$ cat config.mk
export PLATFORM = sky130hd
export DESIGN_NAME = l1ca_code_ctrl
export DESIGN_NICKNAME = d
export VERILOG_FILES = /design/src/rtl/l1ca_code_ctrl_pkg.sv /design/src/rtl/l1ca_code_nco.sv /design/src/rtl/l1ca_code_ctrl.sv
export SDC_FILE = /design/constraint.sdc
export NUM_CORES = 1
export LEC_CHECK = 0
export CORE_AREA = 3 3 119 121
export DETAILED_ROUTE_END_ITERATION = 10
export DIE_AREA = 0 0 122 124
export PLACE_DENSITY = 0.76
export REMOVE_ABC_BUFFERS = 1
export SYNTH_ARGS = -nofsm -noshare
export SYNTH_HDL_FRONTEND = slang
export SYNTH_SLANG_ARGS = --single-unit
$ cat constraint.sdc
create_clock -name clk -period 8.7 [get_ports clk]
set_input_delay 1.74 -clock clk [delete_from_list [all_inputs] [get_ports clk]]
set_output_delay 1.74 -clock clk [all_outputs]
set_load 0.01 [all_outputs]
$ cat src/rtl/l1ca_code_ctrl_pkg.sv
// Shared types and constants for the L1 C/A code channel sequencer.
package l1ca_code_ctrl_pkg;

  localparam int unsigned CODE_ACC_W      = 32;
  localparam int unsigned CODE_SLEW_W     = 11;
  localparam int unsigned SV_W            = 5;
  localparam int unsigned CHIP_W          = 10;
  localparam int unsigned MS_W            = 5;
  localparam int unsigned L1CA_CODE_LEN   = 1023;
  localparam int unsigned L1CA_MS_PER_BIT = 20;

  typedef logic [SV_W-1:0]       sv_t;
  typedef logic [CHIP_W-1:0]     chip_t;
  typedef logic [CODE_ACC_W-1:0] code_rate_t;

  typedef enum logic [1:0] {
    IDLE,
    CLEAR,
    SEEK,
    TRACK
  } code_ctrl_state_t;

  localparam chip_t LAST_CHIP = chip_t'(L1CA_CODE_LEN - 1);

  // Out-of-range start chips fold to chip 0.
  function automatic chip_t norm_chip(input chip_t c);
    return (32'(c) >= L1CA_CODE_LEN) ? '0 : c;
  endfunction

endpackage

$ cat src/rtl/l1ca_code_nco.sv
// Code NCO: phase accumulator whose unsigned carry-out marks one chip.
module l1ca_code_nco #(
  parameter int unsigned ACC_W = 32
) (
  input  logic             clk,
  input  logic             nrst,
  input  logic             clear,
  input  logic             en,
  input  logic [ACC_W-1:0] rate,
  output logic             carry_c
);

  logic [ACC_W-1:0] acc_q, acc_d;
  logic [ACC_W:0]   sum_c;

  // Next accumulator value and carry; clear wins over enable.
  always_comb begin
    sum_c   = {1'b0, acc_q} + {1'b0, rate};
    carry_c = en & sum_c[ACC_W];
    acc_d   = acc_q;
    if (clear) begin
      acc_d = '0;
    end else if (en) begin
      acc_d = sum_c[ACC_W-1:0];
    end
  end

  // Accumulator register with synchronous reset.
  always_ff @(posedge clk) begin
    if (!nrst) begin
      acc_q <= '0;
    end else begin
      acc_q <= acc_d;
    end
  end

endmodule

$ cat src/rtl/l1ca_code_ctrl.sv
// L1 C/A code channel sequencer: clear, fast-seek, NCO-paced tracking with
// code-phase slews, code-epoch and 20 ms bit-boundary strobes.
// Optional early/prompt/late taps enabled by defining L1CA_EPL_EN.
module l1ca_code_ctrl
  import l1ca_code_ctrl_pkg::*;
#(
  parameter int unsigned ACC_W  = CODE_ACC_W,
  parameter int unsigned SLEW_W = CODE_SLEW_W
) (
  input  logic              clk,
  input  logic              nrst,
  input  logic              cmd_valid,
  output logic              cmd_ready,
  input  sv_t               cmd_sv,
  input  chip_t             cmd_chip,
  input  logic [ACC_W-1:0]  cmd_rate,
  input  logic              stop,
  input  logic              slew_valid,
  output logic              slew_ready,
  input  logic [SLEW_W-1:0] slew_chips,
  output logic              gen_en,
  output logic              gen_clear,
  output sv_t               gen_sv,
  input  chip_t             gen_chip,
  input  logic              gen_code,
  output logic              prompt,
`ifdef L1CA_EPL_EN
  output logic              early,
  output logic              late,
`endif
  output logic              code_epoch,
  output logic [MS_W-1:0]   ms_count,
  output logic              bit_edge,
  output logic              tracking
);

  code_ctrl_state_t  state_q, state_d;
  sv_t               sv_q, sv_d;
  chip_t             target_q, target_d;
  logic [ACC_W-1:0]  rate_q, rate_d;
  logic [SLEW_W-1:0] slew_q, slew_d;
  logic [MS_W-1:0]   ms_q, ms_d;
  logic              epoch_q, epoch_d;
  logic              bit_q, bit_d;

  logic cmd_xfer_c, slew_xfer_c, slew_pos_c, slew_neg_c;
  logic nco_clear_c, nco_en_c, carry_c, gen_en_c;

  // Handshakes; stop outranks a command, a command outranks a slew.
  assign cmd_ready   = (state_q == IDLE) | (state_q == TRACK);
  assign slew_ready  = (state_q == TRACK) & (slew_q == '0);
  assign cmd_xfer_c  = cmd_valid & cmd_ready & ~stop;
  assign slew_xfer_c = slew_valid & slew_ready & ~stop & ~cmd_xfer_c;
  assign slew_neg_c  = slew_q[SLEW_W-1];
  assign slew_pos_c  = ~slew_q[SLEW_W-1] & (slew_q != '0);

  l1ca_code_nco #(
    .ACC_W (ACC_W)
  ) u_nco (
    .clk     (clk),
    .nrst    (nrst),
    .clear   (nco_clear_c),
    .en      (nco_en_c),
    .rate    (rate_q),
    .carry_c (carry_c)
  );

  // Sequencer next-state, generator pacing, slew and epoch bookkeeping.
  always_comb begin
    state_d     = state_q;
    sv_d        = sv_q;
    target_d    = target_q;
    rate_d      = rate_q;
    slew_d      = slew_q;
    ms_d        = ms_q;
    epoch_d     = 1'b0;
    bit_d       = 1'b0;
    nco_clear_c = 1'b0;
    nco_en_c    = 1'b0;
    gen_en_c    = 1'b0;

    case (state_q)
      IDLE: begin
        if (cmd_xfer_c) state_d = CLEAR;
      end
      CLEAR: begin
        nco_clear_c = 1'b1;
        ms_d        = '0;
        state_d     = (target_q == '0) ? TRACK : SEEK;
      end
      SEEK: begin
        // Leave on the step that lands on the target so seek to N costs N cycles.
        nco_clear_c = 1'b1;
        gen_en_c    = 1'b1;
        if (chip_t'(gen_chip + chip_t'(1)) == target_q) state_d = TRACK;
      end
      TRACK: begin
        nco_en_c = 1'b1;
        if (slew_pos_c) begin
          // At most one chip per cycle; a carry cycle spends no slew.
          gen_en_c = 1'b1;
          if (!carry_c) slew_d = slew_q - SLEW_W'(1);
        end else if (slew_neg_c) begin
          gen_en_c = 1'b0;
          if (carry_c) slew_d = slew_q + SLEW_W'(1);
        end else begin
          gen_en_c = carry_c;
        end
        epoch_d = gen_en_c & (gen_chip == LAST_CHIP);
        if (cmd_xfer_c) state_d = CLEAR;
      end
      default: state_d = IDLE;
    endcase

    if (epoch_d) begin
      bit_d = (ms_q == MS_W'(L1CA_MS_PER_BIT - 1));
      ms_d  = bit_d ? '0 : ms_q + MS_W'(1);
    end

    if (slew_xfer_c) slew_d = slew_chips;

    if (cmd_xfer_c) begin
      sv_d     = cmd_sv;
      target_d = norm_chip(cmd_chip);
      rate_d   = cmd_rate;
      slew_d   = '0;
    end

    if (stop) begin
      state_d = IDLE;
      slew_d  = '0;
    end
  end

  // Sequencer registers with synchronous active-low reset.
  always_ff @(posedge clk) begin
    if (!nrst) begin
      state_q  <= IDLE;
      sv_q     <= '0;
      target_q <= '0;
      rate_q   <= '0;
      slew_q   <= '0;
      ms_q     <= '0;
      epoch_q  <= 1'b0;
      bit_q    <= 1'b0;
    end else begin
      state_q  <= state_d;
      sv_q     <= sv_d;
      target_q <= target_d;
      rate_q   <= rate_d;
      slew_q   <= slew_d;
      ms_q     <= ms_d;
      epoch_q  <= epoch_d;
      bit_q    <= bit_d;
    end
  end

  assign gen_en     = gen_en_c;
  assign gen_clear  = (state_q == CLEAR);
  assign gen_sv     = sv_q;
  assign tracking   = (state_q == TRACK);
  assign code_epoch = epoch_q;
  assign bit_edge   = bit_q;
  assign ms_count   = ms_q;

`ifdef L1CA_EPL_EN
  logic [2:0] taps_q, taps_d;

  // Early/prompt/late shift on every generator step, zeroed with the generator.
  always_comb begin
    taps_d = taps_q;
    if (state_q == CLEAR) begin
      taps_d = '0;
    end else if (gen_en_c) begin
      taps_d = {taps_q[1:0], gen_code};
    end
  end

  // Tap register.
  always_ff @(posedge clk) begin
    if (!nrst) begin
      taps_q <= '0;
    end else begin
      taps_q <= taps_d;
    end
  end

  assign early  = taps_q[0];
  assign prompt = taps_q[1];
  assign late   = taps_q[2];
`else
  assign prompt = gen_code;
`endif

endmodule
==> impl_metrics.ini <==
[yosys]
ys_ff_latch = 99
yosys_warnings = 0
synthDistinctLibCells = 86
avgSynthCellArea_um2 = 8.203
ys_seq_area_share_pct = 30.20
async_flop_share_pct = 0
synth_edf_count = 0
syn_inst = 800
synthFlopType = dfxtp_1
syn_area_um2 = 6563

[power]
peakVddDrop_v = 0.0001289
p_leak_uw = 0.003002
power_density_nw_per_um2 = 130.0
power_uw = 1021

[cells_and_area]
final_cell_mix = nand2_1, dfxtp_1, clkdlybuf4s50_1, nor2_1, a21oi_1
seq_area_um2 = 1982
antenna_cells = 0
layout_commonest_cell = nand2_1
layout.nets = 985
multiInputGateArea_um2 = 4367
drive_above_1_share_pct = 6.293
n_fill_cell = 1209
final_core_util_pct = 59.56
final_cell_area_um2 = 7856
syn_to_final_growth_pct = 19.71

[timing]
max_freq_ghz = 0.1959
setup_tns_ns = 0
slew_headroom_pct = 34.41
fin_crit_sh_pct = 58.69
worst_slew_pin_slew_ns = 0.9839
slew_viol_final = 0
fin_ws_ns = 3.594
hold_viol_final = 0
rsz0062_at_grt = no
period_needed_ns = 5.106
setup_viol = 0
clock_skew_ns = 0.008596

[route]
wirelength_um = 15500
drt_first_iter_violations = 395
viasPerCell = 5.684
drc = 0
detail_route.wl_per_cell_um = 14.76
routed-via-count = 5968
drtPass1Iterations = 5
ant_nets = 0

[floorplan]
fp.coreArea_um2 = 13190
die_w_um = 122
initial_core_util_pct = 49.75
pin_count = 92
dieArea_um2 = 15130
rows = 42
die_h_um = 124

[setup_path]
path_cells = ha_1 -> fa_1 -> a211oi_1 -> nor3b_2 -> o21ai_2 -> a211oi_4 -> a31oi_4 -> a21oi_1 -> or2_2 -> clkdlybuf4s50_1
end_kind = output port
slowest_delay_ns = 0.48
critPathKind = reg2out
cp.arrival_ns = 3.37
worst_ep_required_time_ns = 6.96
critical_path.max_fanout = 5
worst_setup_path_start_kind = register
slowest_stage = clkdlybuf4s50_1

[hold_path]
min_path_type = reg2reg

[global_routing]
grt_max_degree = 55
grt-ovfl-total = 0
grt_first_pass_wirelength_um = 26300
grt_usage_pct = 21.23
grt_pass1_vias = 5519
antenna_found_initial = 0

[clock_tree]
clockRootBuffer = clkbuf_16
cts_buffer_depth = 2
post-cts-setup-buffers = 0
numCtsBuffers = 9
worstSkewPairLatency_ns = 0.35
ctsHoldBuffers = 0
cts.repair.resized = 0
clock_sinks = 99
tritoncts = built
htree_levels = 3
path_clk_slew_ns = 0.06

[job]
cap_violations = 0

[placed_design]
pre_cts_slack_ns = 3.988
placed_area_um2 = 7550
port_buffers = 89
hpwl_um = 10970
gp_congestion = 0.8752

[run_status]
status = complete, no violations
## path summary, 6_finish.rpt
kind                               start                endpoint  slack, ns  depth (start not counted)
hold / removal    gen_sv[1]$_SDFFE_PN0P_  gen_sv[1]$_SDFFE_PN0P_       0.46                          2
setup / recovery  rate_q[0]$_SDFFE_PN0P_                  gen_en       3.59                         10
setup reg to reg  rate_q[0]$_SDFFE_PN0P_  slew_q[5]$_SDFFE_PP0P_       5.75                         10
hold reg to reg   gen_sv[1]$_SDFFE_PN0P_  gen_sv[1]$_SDFFE_PN0P_       0.46                          2
## per-layer routing
layer	part of all wire [%]	wire length (um)	vias to the layer above	global-route usage [%]
li1	-	-	3045	-
met1	46	7202	2768	26.86
met2	48	7468	144	37.43
met3	4.6	712	11	4.678
met4	0.75	116	0	4.202
met5	0	0	-	0
## synth_stat cells, drive strengths merged (8+ instances only)
cell type  count  area (um^2)
nand2        137        521.8
dfxtp         99         1982
nor2          55        209.0
a21oi         54        285.3
ha            41        513.0
a21boi        39        292.8
o21ai         28        147.6
xnor2         27        236.5
nand3         22        122.6
clkbuf        21        78.83
a21o          18        135.1
inv           16        60.06
mux2i         16        160.2
nor2b         16        100.1
nor3          16        96.35
buf           14        82.58
xor2          14        122.6
and3          13        92.59
nand4         12        81.33
a22oi         11        82.58
a31oi         10        77.57
o22ai         10        62.56
a211oi         9        85.08
o21a           8        60.06
or3            8        60.06
## power by group
group          internal [uW]  switching, uW  leakage [uW]
logic                   65.9           67.9       0.00205
registers                466           8.49      0.000802
clock network            240            174      0.000146
## critical path: cells and delay by family (launching register included)
| family | cells | cell delay (ns) |
|---|---|---|
| AOI/OAI and AO/OA | 5 | 1.14 |
| adders and majority gates | 2 | 0.65 |
| buffers and inverters | 1 | 0.48 |
| and+or+nand+nor | 2 | 0.42 |
| DFF | 1 | 0.31 |
## metrics by stage
step / cells / hold slack (ns)
floorplan: 765 / 0.4478
global route: 1050 / 0.4988
CTS: 1050 / 0.4665
detailed placement: 1034 / 0.4574
finish: 1050 / 0.4630
global placement: 1034 / 0.4562
## final cells by class
| cell class | instances | share of cell area [%] |
|---|---|---|
| Tap cell | 176 | 2.803 |
| Inverter | 16 | 0.7645 |
| Clock buffer | 13 | 3.313 |
| Clock inverter | 3 | 0.5893 |
| Timing Repair Buffer | 93 | 11.72 |
| Multi-Input combinational cell | 650 | 55.58 |
| Sequential cell | 99 | 25.23 |
## logic make-up after synthesis
kind of cell / Yosys count / synth area share, %
simple gates: 319 / 24.19
compound gates: 232 / 26.20
flops: 99 / 30.20
buf+inv: 51 / 3.375
fa+ha+maj: 42 / 8.122
xor+xnor: 41 / 5.472
mux: 16 / 2.440
## state kept, by name (all words and copies together) (netlist names)
name and count:
state_q 2, slew_q 11, target_q 10, gen_sv 5
ms_count 5, bit_edge 1, u_nco.acc_q 32, code_epoch 1
rate_q 32
Note: power is estimated with default switching activity, not from simulation.
==> edit 1: new RTL, same flow settings <==
Add a define of `L1CA_EPL_EN`.
--- a/src/rtl/l1ca_code_ctrl.sv
+++ b/src/rtl/l1ca_code_ctrl.sv
@@ -1,6 +1,8 @@
 // L1 C/A code channel sequencer: clear, fast-seek, NCO-paced tracking with
 // code-phase slews, code-epoch and 20 ms bit-boundary strobes.
 // Optional early/prompt/late taps enabled by defining L1CA_EPL_EN.
+`define L1CA_EPL_EN
+
 module l1ca_code_ctrl
   import l1ca_code_ctrl_pkg::*;
 #(
Function (old outputs only; new: early and late): changed (Yosys sat finds a counterexample within 4 cycles, from zero or initial values and one cycle with nrst low).
==> edit 1 against the original RTL <==
Global-route usage is 0.83 points higher; wire length is 3.9% higher; power is 1.4% lower; via count is 2.7% higher; non-clock buffer count is 6 higher; highest routed layer unchanged; cell area hardly changed; sequential cell count is 3 higher; synthesized area hardly changed; worst setup slack worse by 0.20 ns.
==> edit 1: results (changes against the original RTL) <==
| Metric | Value |
|---|---|
| Syn. warnings | `0 (unchanged)` |
| Top FF cell, synth | `dfxtp_1` |
| Reg2Reg Capture Point | `slew_q[3]$_SDFFE_PP0P_` |
| First-pass GRT wire length | `27230 um (+3.5%)` |
| CTS H-tree depth | `3 (unchanged)` |
| Mux contribution to synthesized area | `3.607% (+1.2 points)` |
| Routed vias | `6129 (+2.7%)` |
| Share of cells above drive strength 1 | `6.340% (+0.047 points)` |
| Peak VDD IR | `0.00008498 V (-34%)` |
| Layout Nets | `1011 (+2.6%)` |
| Distinct cells, synth | `85 (-1.2%)` |
| GP Congestion | `0.9097 (+3.9%)` |
| Switching share of power | `26.34% (+1.8 points)` |
| Met2 WL post-DR | `7682 um (+2.9%)` |
| Commonest cells post-synth | `138 x nand2_1, 102 x dfxtp_1, 88 x a21oi_1` |
| Multi-input comb cells | `661 (+1.7%)` |
| Critical path arrival | `3.56 ns (+0.19 ns)` |
| Buffers excl. clock | `99 (+6.5%)` |
| Sequential cells | `102 (+3.0%)` |
| Sequential portion of the cell area | `25.97% (+0.75 points)` |
| Nonclk inv count | `22 (+6)` |
| CTS Root Cell | `clkbuf_16` |
| Number of global-route vias before repair | `5921 (+7.3%)` |
| Worst reg2reg setup slack | `5.27 ns (-0.48 ns)` |
| Asr flop ratio synth | `0% (unchanged)` |
| WHS Endpoint | `gen_sv[4]$_SDFFE_PN0P_` |
| Drt pass-1 iters | `4 (-1)` |
| Worst R2R Path Depth | `8 (-2)` |
| Final wirelength | `16100 um (+3.9%)` |
| Hold_sp | `gen_sv[4]$_SDFFE_PN0P_` |
| Slowest cell delay on critical path | `0.51 ns (+0.03 ns)` |
| Synthesized-area fraction occupied by adder cells | `8.130% (about the same)` |
| DP HPWL | `11720 um (+6.8%)` |
| Dominant cells by area after synthesis | `dfxtp_1 31%, nand2_1 7.9%, ha_1 7.8%` |
| Synth Area in XOR/XNOR | `5.477% (about the same)` |
| P_leak | `2.952 nW (-1.7%)` |
| Met1 wire length | `7277 um (+1.0%)` |
| Seq/Total Area, Yosys | `31.15% (+0.94 points)` |
| NonClk Buf Share | `12.41% (+0.69 points)` |
| Largest net degree at the start of global routing | `51 (-7.3%)` |
| CP Capture Point | `gen_en` |
| Top flop regs | `rate_q x32, u_nco.acc_q x32, slew_q x11` |
| I/O Buffers | `93 (+4.5%)` |
| Worst slew pin tran | `0.7999 ns (-0.1840 ns)` |
| Status | `completed` |
| Worst hold margin | `0.4575 ns (-0.005501 ns)` |
| Clock buffer count | `9 (-4)` |
| DR iter-0 viols | `355 (-10%)` |
| GRT Util Overall | `22.06% (+0.83 points)` |
| R2R Path Start | `state_q[0]$_SDFFE_PP0P_` |
| Compound-Gate Fraction of Synth Area | `25.32% (-0.87 points)` |
| Clk cell area share | `3.470% (-0.43 points)` |
| Multi-input gate share of total cell area | `54.29% (-1.3 points)` |
| Met3 Wirelength | `941 um (+32%)` |
| CTS Buffer Depth | `2 (unchanged)` |
| Fill count | `1213 (+0.33%)` |
| Worst Skew | `0.01347 ns (+0.004874 ns)` |
[edit 1: power by group through the flow]
stage	clock [W]	sequential (W)	combinational (W)
after detailed placement	0	0.000500	0.000137
after CTS	0.000390	0.000490	0.000138
after global routing	0.000409	0.000491	0.000152
final	0.000380	0.000490	0.000137
after global placement	0	0.000500	0.000135
after floorplan	0	0.000498	0.0000719
[edit 1: per-layer routing]
metal	vias up	track usage, %
met2	157	37.60
met4	0	5.742
li1	3097	-
met3	14	5.904
met1	2861	27.74
met5	-	0
[edit 1: per-stage QoR]
stage | cells | setup WS, ns | power [W] | cell area, um2
floorplan | 785 | 4.243 | 0.0005699 | 6387
global placement | 1060 | 3.858 | 0.0006352 | 7589
detailed placement | 1060 | 3.814 | 0.0006377 | 7589
CTS | 1075 | 3.395 | 0.001018 | 7861
global route | 1075 | 3.166 | 0.001052 | 7861
finish | 1075 | 3.395 | 0.001007 | 7861
==> edit 2: new RTL, same flow settings <==
Made on the original files. Put one more register stage on the output `ms_count`, with the module's reset. The value now appears one clock later. The other outputs are not delayed to match.
--- a/src/rtl/l1ca_code_ctrl.sv
+++ b/src/rtl/l1ca_code_ctrl.sv
@@ -161,7 +161,13 @@
   assign tracking   = (state_q == TRACK);
   assign code_epoch = epoch_q;
   assign bit_edge   = bit_q;
-  assign ms_count   = ms_q;
+  always_ff @(posedge clk) begin
+    if (!nrst) begin
+      ms_count <= '0;
+    end else begin
+      ms_count <= ms_q;
+    end
+  end
 
 `ifdef L1CA_EPL_EN
   logic [2:0] taps_q, taps_d;
Behaviour: not the same (Yosys sat finds a counterexample within 10 cycles, from zero or initial values and one cycle with nrst low).
==> edit 2 against the original RTL <==
Power is 11% higher; sequential power is 4.9% higher; count of clock-buffer cells in the layout is 4 lower; critical path type unchanged; wire length is 3.4% lower; worst setup slack worse by 0.51 ns; largest cell class unchanged; synthesized area is 5.1% lower; utilization is 1.9 points lower; maximum frequency is 9.1% lower; cell area is 3.1% lower; sequential cell count is 5 higher; synthesized cell count is 0.38% lower; sequential share of layout area is 2.1 points higher.
==> edit 2: results (changes against the original RTL) <==
| Metric | Value |
|---|---|
| Status | `completed` |
| Met3 Wirelength | `827 um (+16%)` |
| Post-synthesis cell count | `797 (-0.38%)` |
| Met3 Resource Use GR | `4.995% (+0.32 points)` |
| Synth Cell Area | `0.006230 mm2 (-5.1%)` |
| Hold_sp | `gen_sv[0]$_SDFFE_PN0P_` |
| DR iter-0 viols | `345 (-13%)` |
| Number of global-route vias before repair | `5384 (-2.4%)` |
| Worst reg2reg setup slack | `5.21 ns (-0.54 ns)` |
| Worst R2R Path Depth | `11 (+1)` |
| Num Clock Sinks | `104 (+5.1%)` |
| NonClk Buf Share | `12.30% (+0.57 points)` |
| Via/cell ratio | `5.566 (-2.1%)` |
| WHS Endpoint | `gen_sv[0]$_SDFFE_PN0P_` |
| Slowest cell delay on critical path | `0.80 ns (+0.32 ns)` |
| Reg2Reg Capture Point | `slew_q[9]$_SDFFE_PP0P_` |
| Wirelength per Cell | `14.30 um (-3.1%)` |
| Buffers excl. clock | `95 (+2.2%)` |
| PnR worst setup slack | `3.085 ns (-0.5096 ns)` |
| Distinct cells, synth | `63 (-27%)` |
| Worst Skew | `0.01123 ns (+0.002639 ns)` |
| DP Area | `0.007237 mm2 (-4.1%)` |
| GRT Util Overall | `20.45% (-0.79 points)` |
| Commonest cells post-synth | `121 x nand2_1, 104 x dfxtp_1, 92 x a21oi_1` |
| P_leak | `2.976 nW (-0.87%)` |
| First-pass GRT wire length | `25460 um (-3.2%)` |
| GR Util met1 | `26.76% (-0.097 points)` |
| Max FO, Critical Path | `12 (+7)` |
[edit 2: cell families after synthesis]
| family | after synthesis | synth area share [%] |
|---|---|---|
| multiplexers | 17 | 2.731 |
| adder cells (fa/ha/maj) | 42 | 8.556 |
| buffers and inverters | 53 | 3.394 |
| AO/OA/AOI/OAI | 227 | 22.90 |
| flip-flops | 104 | 33.42 |
| AND/OR/NAND/NOR | 312 | 23.10 |
| XOR/XNOR | 42 | 5.905 |
[edit 2: tightest hold or removal path: stages, from the launching register on]
cell,delay [ns]
dfxtp_1,0.31
nand2_1,0.05
a21oi_1,0.05
[edit 2: power by group]
group / internal (W) / switching [W]
clock network: 0.000314 / 0.000192
registers: 0.000488 / 0.00000885
logic: 0.0000633 / 0.0000652
